--- src/rtl/midi_cmd_sequencer_pkg.sv ---
// Shared definitions for the MIDI command sequencer: command word layout,
// reserved codes and the issue FSM state type.
package midi_cmd_sequencer_pkg;

  localparam int unsigned CMD_W    = 16;
  localparam int unsigned CMD_BIT  = 15;
  localparam int unsigned MIDI_MSB = 14;
  localparam int unsigned MIDI_LSB = 8;
  localparam int unsigned VEL_MSB  = 7;
  localparam int unsigned VEL_LSB  = 0;

  localparam logic [6:0]       MIDI_STOP_ALL = 7'h7F;
  localparam logic [CMD_W-1:0] IDLE_WORD     = '0;

  typedef enum logic [1:0] {
    ST_IDLE,
    ST_ISSUE,
    ST_GAP
  } seq_state_e;

  function automatic logic [6:0] midi_field(input logic [CMD_W-1:0] w);
    return w[MIDI_MSB:MIDI_LSB];
  endfunction

  function automatic logic is_stop_all(input logic [CMD_W-1:0] w);
    return !w[CMD_BIT] && (midi_field(w) == MIDI_STOP_ALL);
  endfunction

endpackage

--- src/rtl/midi_cmd_sequencer_if.sv ---
// Host write port and bank-manager output bus of the MIDI command sequencer.
interface midi_cmd_sequencer_if
  import midi_cmd_sequencer_pkg::*;
#(
  parameter int unsigned DEPTH = 8
);
  localparam int unsigned LVL_W = $clog2(DEPTH) + 1;

  logic             i_wr;
  logic [CMD_W-1:0] i_wdata;
  logic [CMD_W-1:0] o_data;
  logic             o_full;
  logic [LVL_W-1:0] o_level;
  logic             o_overflow;
  logic             o_reject;

  modport master (
    output i_wr, i_wdata,
    input  o_data, o_full, o_level, o_overflow, o_reject
  );

  modport slave (
    input  i_wr, i_wdata,
    output o_data, o_full, o_level, o_overflow, o_reject
  );
endinterface

--- src/rtl/cmd_fifo.sv ---
// Synchronous FIFO with registered level/full and a flush that can coincide
// with a push (the pushed word then lands alone in entry 0).
module cmd_fifo #(
  parameter int unsigned DEPTH = 8,
  parameter int unsigned WIDTH = 16
) (
  input  logic                   clk,
  input  logic                   rst_n,
  input  logic                   push,
  input  logic                   pop,
  input  logic                   flush,
  input  logic [WIDTH-1:0]       wdata,
  output logic [WIDTH-1:0]       rdata,
  output logic                   full,
  output logic                   empty,
  output logic [$clog2(DEPTH):0] level
);
  localparam int unsigned AW = $clog2(DEPTH);

  logic [WIDTH-1:0] mem [DEPTH];
  logic [AW-1:0]    wr_ptr;
  logic [AW-1:0]    rd_ptr;
  logic [AW:0]      level_d;

  assign rdata = mem[rd_ptr];
  assign empty = (level == '0);

  always_comb begin
    level_d = level;
    if (flush) begin
      level_d = (AW+1)'(push);
    end else begin
      case ({push, pop})
        2'b10:   level_d = level + 1'b1;
        2'b01:   level_d = level - 1'b1;
        default: level_d = level;
      endcase
    end
  end

  always_ff @(posedge clk or negedge rst_n) begin
    if (!rst_n) begin
      wr_ptr <= '0;
      rd_ptr <= '0;
      level  <= '0;
      full   <= 1'b0;
    end else begin
      // A same-cycle pop consumed the old head already; flush restarts at 0.
      if (flush) begin
        rd_ptr <= '0;
        wr_ptr <= AW'(push);
      end else begin
        if (push) wr_ptr <= wr_ptr + 1'b1;
        if (pop)  rd_ptr <= rd_ptr + 1'b1;
      end
      level <= level_d;
      full  <= (level_d == (AW+1)'(DEPTH));
    end
  end

  always_ff @(posedge clk) begin
    if (push) mem[flush ? '0 : wr_ptr] <= wdata;
  end

endmodule

--- src/rtl/midi_cmd_sequencer.sv ---
// Buffers host note commands and replays each as a one-cycle word followed by
// GAP idle cycles. Optional feature macro: CMD_FLUSH_PRIORITY_EN.
module midi_cmd_sequencer
  import midi_cmd_sequencer_pkg::*;
#(
  parameter int unsigned DEPTH = 8,
  parameter int unsigned GAP   = 2
) (
  input logic                 clk,
  input logic                 i_rst_n,
  midi_cmd_sequencer_if.slave bus
);
  localparam int unsigned LW = $clog2(DEPTH) + 1;
  localparam int unsigned CW = (GAP > 1) ? $clog2(GAP) : 1;

  logic [CMD_W-1:0] head;
  logic             full;
  logic             empty;
  logic [LW-1:0]    level;
  logic             push;
  logic             pop;
  logic             flush;
  logic             midi_zero;

  seq_state_e       state_q, state_d;
  logic [CMD_W-1:0] data_q, data_d;
  logic [CW-1:0]    cnt_q, cnt_d;
  logic             ovf_q;
  logic             rej_q;

  assign midi_zero = (midi_field(bus.i_wdata) == '0);

`ifdef CMD_FLUSH_PRIORITY_EN
  assign flush = bus.i_wr && is_stop_all(bus.i_wdata);
`else
  assign flush = 1'b0;
`endif

  // Full is the pre-pop registered flag, so a same-cycle pop cannot rescue a write.
  assign push = bus.i_wr && !midi_zero && (!full || flush);

  cmd_fifo #(
    .DEPTH (DEPTH),
    .WIDTH (CMD_W)
  ) u_fifo (
    .clk   (clk),
    .rst_n (i_rst_n),
    .push  (push),
    .pop   (pop),
    .flush (flush),
    .wdata (bus.i_wdata),
    .rdata (head),
    .full  (full),
    .empty (empty),
    .level (level)
  );

  always_comb begin
    state_d = state_q;
    data_d  = IDLE_WORD;
    cnt_d   = cnt_q;
    pop     = 1'b0;
    case (state_q)
      ST_IDLE: begin
        if (!empty) begin
          pop     = 1'b1;
          data_d  = head;
          state_d = ST_ISSUE;
        end
      end
      ST_ISSUE: begin
        cnt_d   = CW'(GAP - 1);
        state_d = ST_GAP;
      end
      ST_GAP: begin
        if (cnt_q == '0) state_d = ST_IDLE;
        else             cnt_d   = cnt_q - 1'b1;
      end
      default: state_d = ST_IDLE;
    endcase
  end

  always_ff @(posedge clk or negedge i_rst_n) begin
    if (!i_rst_n) begin
      state_q <= ST_IDLE;
      data_q  <= IDLE_WORD;
      cnt_q   <= '0;
      ovf_q   <= 1'b0;
      rej_q   <= 1'b0;
    end else begin
      state_q <= state_d;
      data_q  <= data_d;
      cnt_q   <= cnt_d;
      ovf_q   <= bus.i_wr && !midi_zero && full && !flush;
      rej_q   <= bus.i_wr && midi_zero;
    end
  end

  assign bus.o_data     = data_q;
  assign bus.o_full     = full;
  assign bus.o_level    = level;
  assign bus.o_overflow = ovf_q;
  assign bus.o_reject   = rej_q;

endmodule

--- src/flat_wrapper.sv ---
// flat-port wrapper written by rule: the top's interface ports become plain ports
module midi_cmd_sequencer_flat import midi_cmd_sequencer_pkg::*;
#(
  parameter int unsigned DEPTH = 8,
  parameter int unsigned GAP   = 2
)
  (clk, i_rst_n, bus_i_wr, bus_i_wdata, bus_o_data, bus_o_full, bus_o_level, bus_o_overflow, bus_o_reject);
  midi_cmd_sequencer_if #(.DEPTH(DEPTH)) bus_i ();
  input logic clk;
  input logic i_rst_n;
  input wire logic [$bits(bus_i.i_wr)-1:0] bus_i_wr;
  input wire logic [$bits(bus_i.i_wdata)-1:0] bus_i_wdata;
  output wire logic [$bits(bus_i.o_data)-1:0] bus_o_data;
  output wire logic [$bits(bus_i.o_full)-1:0] bus_o_full;
  output wire logic [$bits(bus_i.o_level)-1:0] bus_o_level;
  output wire logic [$bits(bus_i.o_overflow)-1:0] bus_o_overflow;
  output wire logic [$bits(bus_i.o_reject)-1:0] bus_o_reject;
  assign bus_i.i_wr = bus_i_wr;
  assign bus_i.i_wdata = bus_i_wdata;
  assign bus_o_data = bus_i.o_data;
  assign bus_o_full = bus_i.o_full;
  assign bus_o_level = bus_i.o_level;
  assign bus_o_overflow = bus_i.o_overflow;
  assign bus_o_reject = bus_i.o_reject;
  midi_cmd_sequencer #(.DEPTH(DEPTH), .GAP(GAP)) u_core (.clk(clk), .i_rst_n(i_rst_n), .bus(bus_i));
endmodule
--- config.mk ---
export PLATFORM = sky130hd
export DESIGN_NAME = midi_cmd_sequencer_flat
export DESIGN_NICKNAME = d
export VERILOG_FILES = /design/src/rtl/midi_cmd_sequencer_pkg.sv /design/src/rtl/midi_cmd_sequencer_if.sv /design/src/rtl/cmd_fifo.sv /design/src/rtl/midi_cmd_sequencer.sv /design/src/flat_wrapper.sv
export SDC_FILE = /design/constraint.sdc
export NUM_CORES = 1
export LEC_CHECK = 0
export ABC_AREA = 1
export CAP_MARGIN = 20
export CORE_ASPECT_RATIO = 0.5
export CORE_MARGIN = 2
export CORE_UTILIZATION = 40
export CTS_BUF_LIST = sky130_fd_sc_hd__clkbuf_4
export CTS_CLUSTER_SIZE = 40
export DETAILED_ROUTE_END_ITERATION = 10
export HOLD_SLACK_MARGIN = 0.08
export PLACE_DENSITY = 0.64
export RECOVER_POWER = 25
export REMOVE_ABC_BUFFERS = 1
export SYNTH_ARGS = -nofsm -noshare
export SYNTH_HDL_FRONTEND = slang
export SYNTH_SLANG_ARGS = --single-unit
--- constraint.sdc ---
create_clock -name clk -period 4.9 [get_ports clk]
set_input_delay 0.49 -clock clk [delete_from_list [all_inputs] [get_ports clk]]
set_output_delay 0.49 -clock clk [all_outputs]
set_load 0.005 [all_outputs]
==> flow_metrics.tcl <==
set metrics [dict create \
    status "finished, final reports clean" \
    dp_hpwl_mm 7.42 \
    maxCapViolations 0 \
    grt.total_usage_pct 16.4 \
    antenna_found_initial 0 \
    slew_headroom_pct 42.2 \
    grt_max_degree 67 \
    worst_pin_slew_ns 0.864 \
    endpoint_kind "flop" \
    grt_pass1_vias 3910 \
    synthesis.instances 527 \
    cts_htree_levels 4 \
    crit_fanout 9 \
    instances_no_fill 795 \
    cts_buffer_depth 2 \
    final.setup.tns_ns 0 \
    cts_root_buffer "clkbuf_4" \
    drtPass1Iterations 4 \
    fmax_mhz 369 \
    die_area_mm2 0.0171 \
    areaGrowthSynthToFinish_pct 14.1 \
    start_util_pct 41.3 \
    fin_worst_skew_ns 0.0247 \
    ys_types 27 \
    dp_cells 761 \
    port_buffers 41 \
    grt_pass1_wl_mm 20.8 \
    vias_per_cell 4.94 \
    hold_viol_final 0 \
    ant_nets 0 \
    synth_area_mm2 0.00642 \
    first_iter_violations 335 \
    design.core.area_mm2 0.0155 \
    met2_usage_pct 25.7 \
    slew_viol_final 0 \
    yosysSeqAreaShare_pct 72.3 \
    grtUsageMet3_pct 3.78 \
    rsz0062_at_grt "false" \
    numCtsBuffers 17 \
    p_per_area_mw_per_mm2 571 \
    num_rows 32 \
    drc_errors 0 \
    antenna_cells 0 \
    min-delay-path-class "reg2reg" \
    yosys_warnings 0 \
    io_pins 42 \
    cts_resized 0 \
    num-nets-final 605 \
    clock-sinks 160 \
    synth_area_per_cell_um2 12.2 \
    routabilityCongestion 0.787 \
    clk_latency_ns 0.56 \
    crit_type "in2reg" \
    vias 3929 \
    die_w_um 183 \
    drive_above_1_share_pct 10.3 \
    setup_viol 0 \
    reg2reg_slack_ns 2.52 \
    wl_per_cell_um 16.1 \
    path_clk_slew_ns 0.13 \
    overflow 0 \
    cts_tree "yes" \
    fin_util_pct 47.2 \
    use_met1_pct 22.6 \
    required_ns 5.15 \
    cp_data_arrival_time_ns 2.96 \
    layout_min_cycle_time_ns 2.71 \
    leakage_uw 0.00266 \
    layout_worst_path_cycle_share_pct 55.3 \
    pre_cts_slack_ns 1.69 \
    ys_seq_elements 160 \
    vdd_drop_max_mv 0.200 \
    power_uw 4190 \
    busiest_layer "met2" \
    start_kind "input pin" \
    die_height_um 93.6 \
    setup_ws_ns 2.19 \
    finalWirelength_mm 12.8 \
]
[timing repair]
action | 4_1_cts | 5_1_grt
setup buffers | 0 | 0
endpoints found under the hold margin | 32 | 0
hold buffers | 1 | 0
[cells in the mapped netlist (all sizes together)]
master	number	area, um^2
ha	8	100
buf	24	191
edfxtp	128	3840
nor3	1	5.00
nand3	8	55.1
a21oi	2	10.0
o21ai	117	589
o22ai	1	6.26
and2	1	8.76
xnor2	1	8.76
or2	1	6.26
nand2	32	125
nor2	147	562
xor2	3	26.3
dfrtp	32	801
clkbuf	1	5.00
inv	20	77.6
[sequential cells by signal (all words and copies together) (netlist names), 2 cells and up]
signal and flops:
u_core.u_fifo.mem 128, u_core.bus.o_data 16, u_core.u_fifo.level 4, u_core.u_fifo.rd_ptr 3
u_core.u_fifo.wr_ptr 3, u_core.state_q 2
[kinds of logic after synthesis]
group	after synthesis	synth area share, %
flip-flops	160	72.3
adder cells (fa/ha/maj)	8	1.56
AND/OR/NAND/NOR	190	11.9
buffers and inverters	45	4.27
AO/OA/AOI/OAI	120	9.43
XOR/XNOR	4	0.546
[layout make-up]
type,count,area [um^2]
fillers,1365,8210
flip-flops and latches,160,4650
multi-input cells,322,1500
repair buffers,57,548
well taps,204,255
clock inverters,15,171
clock buffers,17,128
inverters,20,77.6
[worst paths after layout]
check | start | to | depth (start not counted)
worst min register to register | u_core.cnt_q$_DFFE_PN0P_ | u_core.cnt_q$_DFFE_PN0P_ | 2
min in group asynchronous | i_rst_n | u_core.bus.o_data[0]$_DFF_PN0_ | 2
worst min-delay path | u_core.cnt_q$_DFFE_PN0P_ | u_core.cnt_q$_DFFE_PN0P_ | 2
worst max register to register | u_core.state_q[0]$_DFFE_PN0P_ | u_core.u_fifo.full$_DFF_PN0_ | 14
max in group asynchronous | i_rst_n | u_core.u_fifo.rd_ptr[0]$_DFFE_PN0P_ | 2
worst max-delay path | bus_i_wdata[13] | u_core.u_fifo.mem[1][2]$_DFFE_PP_ | 8
[power breakdown]
part / switching, uW / internal, uW
clock: 506 / 320
sequential: 103 / 1720
combinational: 967 / 569
total: 1580 / 2610
[metrics by stage]
step	area, um^2	hold WS (ns)
3_3_place_gp	6990	0.510
6_report	7330	0.532
4_1_cts	7300	0.500
3_5_place_dp	6990	0.521
5_1_grt	7330	0.518
2_1_floorplan	6220	0.194
[layer usage]
layer | vias to the layer above | share of wire [%]
met2 | 100 | 46
met5 | - | 0
met4 | 0 | 0.87
li1 | 1923 | -
met1 | 1895 | 47
met3 | 11 | 6.2
[cell usage in the layout, fill, tap and decap left out, types with 2 or more instances in the layout]
master           instances
bufinv_16                2
dfrtp_1                 31
clkbuf_4                17
nand2_1                 30
o21ai_1                 73
clkinv_2                 2
nand3_2                  3
nor2_1                 145
nand2_2                  2
inv_1                   16
clkinvlp_4               2
ha_1                     8
edfxtp_1               128
inv_6                    5
inv_2                    2
clkdlybuf4s50_1         25
xor2_1                   3
a21oi_1                  2
buf_4                   14
dlygate4sd3_1           16
inv_8                    3
nand3_1                  5
o21ai_0                 43
[critical path, stage by stage]
cell and delay [ns]:
dlygate4sd3_1 0.74, nor3_1 0.13, nand3_1 0.18, nand3_2 0.14, inv_1 0.15, nand2_1 0.13, nor2_1 0.68, buf_4 0.32
Power figures use the tool's default switching activity.
==> edit 1 (config.mk and constraints unchanged) <==
Build with the macro `CMD_FLUSH_PRIORITY_EN` defined.
--- a/src/rtl/midi_cmd_sequencer.sv
+++ b/src/rtl/midi_cmd_sequencer.sv
@@ -1,4 +1,6 @@
 // Buffers host note commands and replays each as a one-cycle word followed by
 // GAP idle cycles. Optional feature macro: CMD_FLUSH_PRIORITY_EN.
+`define CMD_FLUSH_PRIORITY_EN
+
 module midi_cmd_sequencer
   import midi_cmd_sequencer_pkg::*;
Check against the original RTL: not equivalent (Yosys sat finds a counterexample within 4 cycles, from zero or initial values and one cycle with i_rst_n low).
==> edit 1 against the original RTL <==
Sequential cell count did not move; hold slack improved by 0.0035 ns; sequential share of layout area fell by 0.61 points; routed wire length rose by 2.8%; critical path depth rose by 9; design area rose by 0.97%; synthesized cell count rose by 4.6%; area after synthesis rose by 1.3%; clock power fell by 10%; count of clock-buffer cells in the layout rose by 1; power fell by 4.0%; worst setup slack got worse by 0.12 ns; register-to-register slack got worse by 0.08 ns; critical endpoint is now u_core.u_fifo.full$_DFF_PN0_.
==> edit 1: results (changes against the original RTL) <==
Result of the run: finished, final reports clean (unchanged). The destination of the worst hold path is u_core.state_q[0]$_DFFE_PN0P_ (was u_core.cnt_q$_DFFE_PN0P_). The register-to-register setup slack is 2.44 ns (was 2.52 ns). The post-layout net count is 628 (was 605).

The power share of the sequential group was 0.446 (was 0.436). The global-route total usage across every layer came out at 0.162 (was 0.164). The met3 capacity usage during global routing was 0.0310 (was 0.0378). The combinational share of power is 0.369 (was 0.367). The static leakage came to 2.72 nW (was 2.66 nW). The data arrival time at the worst-slack endpoint is 3.31 ns (was 2.96 ns). The wire length of the first global-routing pass is 20900 µm (was 20800 µm). The number of global-route vias before repair is 3871 (was 3910). The first-pass iteration count of the detailed router was 5 (was 4). The met1 layer usage reported by global route came out at 0.223 (was 0.226). The post-CTS setup repair buffer count came out at 0 (unchanged). The power in sequential cells is 1.79 mW (was 1.83 mW).

Largest cells by area after synthesis: edfxtp_1 59%, dfrtp_1 12%, nor2_1 8.9% (was edfxtp_1 60%, dfrtp_1 12%, nor2_1 8.5%). The total of fill cells in the finished design was 1394 (was 1365). The number of cells on the worst reg-to-reg path is 16 (was 14). The worst min-delay path startpoint is u_core.state_q[0]$_DFFE_PN0P_ (was u_core.cnt_q$_DFFE_PN0P_). The worst clock skew came to 0.0226 ns (was 0.0247 ns).

The delay of the slowest cell on the worst path came out at 0.72 ns (was 0.74 ns). The final weighted congestion in routability-driven placement is 0.792 (was 0.787). The estimated wirelength of the detail-placed design came to 7490 µm (was 7420 µm). The normalized max-slew margin came out at 0.436 (was 0.422). The average via count per standard cell came out at 4.79 (was 4.94). The post-detailed-routing wire length is 13200 µm (was 12800 µm). The largest fanout of any net on the critical path was 15 (was 9). The worst hold slack is 0.536 ns (was 0.532 ns).

Most frequent cells after synthesis: 154 x nor2_1, 128 x edfxtp_1, 68 x o21ai_0, 53 x o21ai_1, 34 x nand2_1 (was 145 x nor2_1, 128 x edfxtp_1, 73 x o21ai_1, 43 x o21ai_0, 32 x dfrtp_1). The proportion of synthesized chip area in sequential cells is 0.714 (was 0.723). The highest ir drop seen on vdd came out at 310 µV (was 200 µV). The clock insertion delay at the later pin of the skew report is 0.53 ns (was 0.56 ns).

The violation count after the first detailed-routing iteration came out at 379 (was 335). The unique cell type count in the Yosys netlist is 24 (was 27).
==> edit 1: cell types whose count changed after synthesis, sizes merged <==
cell,unedited run,this run
nand3b,0,1
nor2,147,154
xnor2,1,0
nor3,1,2
inv,20,25
and2,1,0
o21ai,117,121
or2,1,0
a21oi,2,4
clkbuf,1,2
nand2,32,38
==> edit 1: metrics by stage <==
step / instances / setup WS, ns / utilization
after floorplan: 525 / 2.48 / -
after global placement: 801 / 1.72 / 0.454
after detailed placement: 801 / 1.62 / 0.454
after CTS: 834 / 2.19 / 0.471
after global routing: 835 / 1.78 / 0.473
final: 835 / 2.07 / 0.473
==> edit 1: area by class of cell <==
class,instances,area (µm²),share of cell area
flip-flops and latches,160,4650,0.628
clock buffers,18,135,0.0183
multi-input cells,340,1570,0.213
inverters,25,98.8,0.0134
well taps,221,277,0.0374
repair buffers,57,541,0.0730
clock inverters,14,129,0.0174
==> edit 1: how the worst max path moves through the flow <==
stage                                                    from                         endpoint  slack [ns]
final                                         bus_i_wdata[12]     u_core.u_fifo.full$_DFF_PN0_        2.07
after global routing                          bus_i_wdata[10]     u_core.u_fifo.full$_DFF_PN0_        1.78
after CTS                                     bus_i_wdata[12]     u_core.u_fifo.full$_DFF_PN0_        2.19
after detailed placement                      bus_i_wdata[12]     u_core.u_fifo.full$_DFF_PN0_        1.62
after global placement                        bus_i_wdata[11]     u_core.u_fifo.full$_DFF_PN0_        1.72
after floorplan           u_core.u_fifo.rd_ptr[0]$_DFFE_PN0P_  u_core.bus.o_data[12]$_DFF_PN0_        2.48
==> edit 1: cell families (layout without fill, tap and decap cells) <==
| family | Yosys count | in the layout | synth area share |
|---|---|---|---|
| fa+ha+maj | 8 | 8 | 0.0154 |
| compound gates | 126 | 126 | 0.0971 |
| flops | 160 | 160 | 0.714 |
| buf+inv | 51 | 114 | 0.0440 |
| simple gates | 203 | 203 | 0.125 |
| xor+xnor | 3 | 3 | 0.00404 |
==> edit 1: per-layer routing <==
layer / routed length [µm] / vias up / part of all wire
li1: - / 1996 / -
met1: 6410 / 1914 / 0.49
met2: 6160 / 86 / 0.47
met3: 565 / 5 / 0.043
met4: 66 / 0 / 0.0050
met5: 0 / - / 0
==> edit 1: worst register-to-register path, delay by kind of cell (launching register included) <==
kind,cells,cell delay (ns)
adder cells (fa/ha/maj),3,0.68
flip-flops,1,0.41
buffers and inverters,4,0.55
AO/OA/AOI/OAI,1,0.16
AND/OR/NAND/NOR,8,0.61
==> edit 1: what timing repair did <==
action	CTS	global route
endpoints found under the hold margin	32	0
hold buffers	1	0
resized for setup	0	0
==> edit 2 (same flow settings) <==
Made on the original files. Encoding of `seq_state_e`: now one-hot (3 bits for 3 states).
--- a/src/rtl/midi_cmd_sequencer_pkg.sv
+++ b/src/rtl/midi_cmd_sequencer_pkg.sv
@@ -13,8 +13,8 @@
   localparam logic [CMD_W-1:0] IDLE_WORD     = '0;
 
-  typedef enum logic [1:0] {
-    ST_IDLE,
-    ST_ISSUE,
-    ST_GAP
+  typedef enum logic [2:0] {
+    ST_IDLE  = 3'b001,
+    ST_ISSUE = 3'b010,
+    ST_GAP   = 3'b100
   } seq_state_e;
 
Function: no difference found for any inputs over 10 cycles, from zero or initial values and one cycle with i_rst_n low; not proved beyond that.
==> edit 2 against the original RTL <==
Design area is 1.3% lower; synthesized cell count is 6.5% lower; clock power is 4.1% lower; register-to-register slack worse by 0.08 ns; routed wire length is 3.8% lower; non-clock buffer count is 4 lower; worst setup slack better by 0.22 ns; clock skew is 0.0049 ns lower; sequential cell count is 1 higher; area after synthesis is 1.1% lower; global-route usage is 1.2 points lower; power is 3.6% lower; largest cell class unchanged; highest routed layer unchanged.
==> edit 2: results (changes against the original RTL) <==
The combinational gate power came out at 1.37 mW (was 1.54 mW). The clock edge transition at the registers on the reported setup and hold paths came out at 0.15 ns (was 0.13 ns). The power share of the sequential group is 0.465 (was 0.436). The final worst slack came out at 2.41 ns (was 2.19 ns). The mux contribution to synthesized area came to 0.0252 (was 0). The detailed route wirelength on metal3 is 778 µm (was 793 µm). The sum of routed wire segments on met1 came out at 5610 µm (was 6010 µm). Most frequent cells after synthesis: 128 x edfxtp_1, 113 x nor2_1, 57 x o21ai_0, 32 x dfrtp_1, 32 x nand2_1 (was 145 x nor2_1, 128 x edfxtp_1, 73 x o21ai_1, 43 x o21ai_0, 32 x dfrtp_1). Result of the run: finished, final reports clean (unchanged).

The highest ir drop seen on vdd is 292 µV (was 200 µV). The fraction of the mapped netlist area in compound gates came to 0.0896 (was 0.0943). The worst hold slack is 0.505 ns (was 0.532 ns). The routed length on met2 is 5870 µm (was 5920 µm). The parity-gate share of the synthesized area counting xor and xnor cells is 0.00551 (was 0.00546). The global-route total usage across every layer was 0.152 (was 0.164).

The pre-CTS setup slack is 1.96 ns (was 1.69 ns). The number of global-route vias before repair came out at 3528 (was 3910). The worst clock skew was 0.0198 ns (was 0.0247 ns). The adder and majority gate portion of the synthesized area came out at 0.00985 (was 0.0156).

The normalized max-slew margin is 0.301 (was 0.422). The static leakage is 2.63 nW (was 2.66 nW). The overall via count from detail_route is 3754 (was 3929). The total of fill cells in the finished design was 1349 (was 1365). The destination of the worst hold path is u_core.state_q[2]$_DFFE_PN0P_ (was u_core.cnt_q$_DFFE_PN0P_).

The violation count after the first detailed-routing iteration is 317 (was 335).
==> edit 2: worst max path at each step <==
| stage | startpoint | to | cells after the start |
|---|---|---|---|
| 4_1_cts | u_core.state_q[0]$_DFFE_PN1P_ | u_core.u_fifo.full$_DFF_PN0_ | 13 |
| 6_report | bus_i_wdata[13] | u_core.u_fifo.full$_DFF_PN0_ | 14 |
| 2_1_floorplan | u_core.u_fifo.rd_ptr[0]$_DFFE_PN0P_ | u_core.bus.o_data[0]$_DFF_PN0_ | 5 |
| 3_5_place_dp | bus_i_wdata[9] | u_core.u_fifo.full$_DFF_PN0_ | 14 |
| 3_3_place_gp | bus_i_wdata[12] | u_core.u_fifo.full$_DFF_PN0_ | 14 |
| 5_1_grt | u_core.state_q[0]$_DFFE_PN1P_ | u_core.u_fifo.full$_DFF_PN0_ | 13 |
==> edit 2: worst max-delay path, stage by stage <==
cell and delay, ns:
dlygate4sd3_1 0.63, nor3_1 0.21, nand3_1 0.18, nand3_1 0.20, ha_1 0.27, inv_1 0.09
nand2_1 0.07, nand2_1 0.07, ha_1 0.27, nand2_1 0.06, o21ai_0 0.10, nor2_1 0.11
o211ai_1 0.09, a21oi_1 0.12
==> edit 2: through the flow <==
stage          std cells  instance area [µm²]
2_1_floorplan        469                 6180
3_3_place_gp         725                 6930
3_5_place_dp         725                 6930
4_1_cts              758                 7230
5_1_grt              758                 7230
6_report             758                 7230
==> edit 2: area by class of cell <==
| class | instances | area [µm²] | share of cell area |
|---|---|---|---|
| Tap cell | 204 | 255 | 0.0353 |
| Timing Repair Buffer | 53 | 498 | 0.0689 |
| Clock buffer | 17 | 128 | 0.0176 |
| Multi-Input combinational cell | 290 | 1440 | 0.199 |
| Clock inverter | 15 | 169 | 0.0234 |
| Sequential cell | 161 | 4670 | 0.646 |
| Inverter | 18 | 67.6 | 0.00934 |
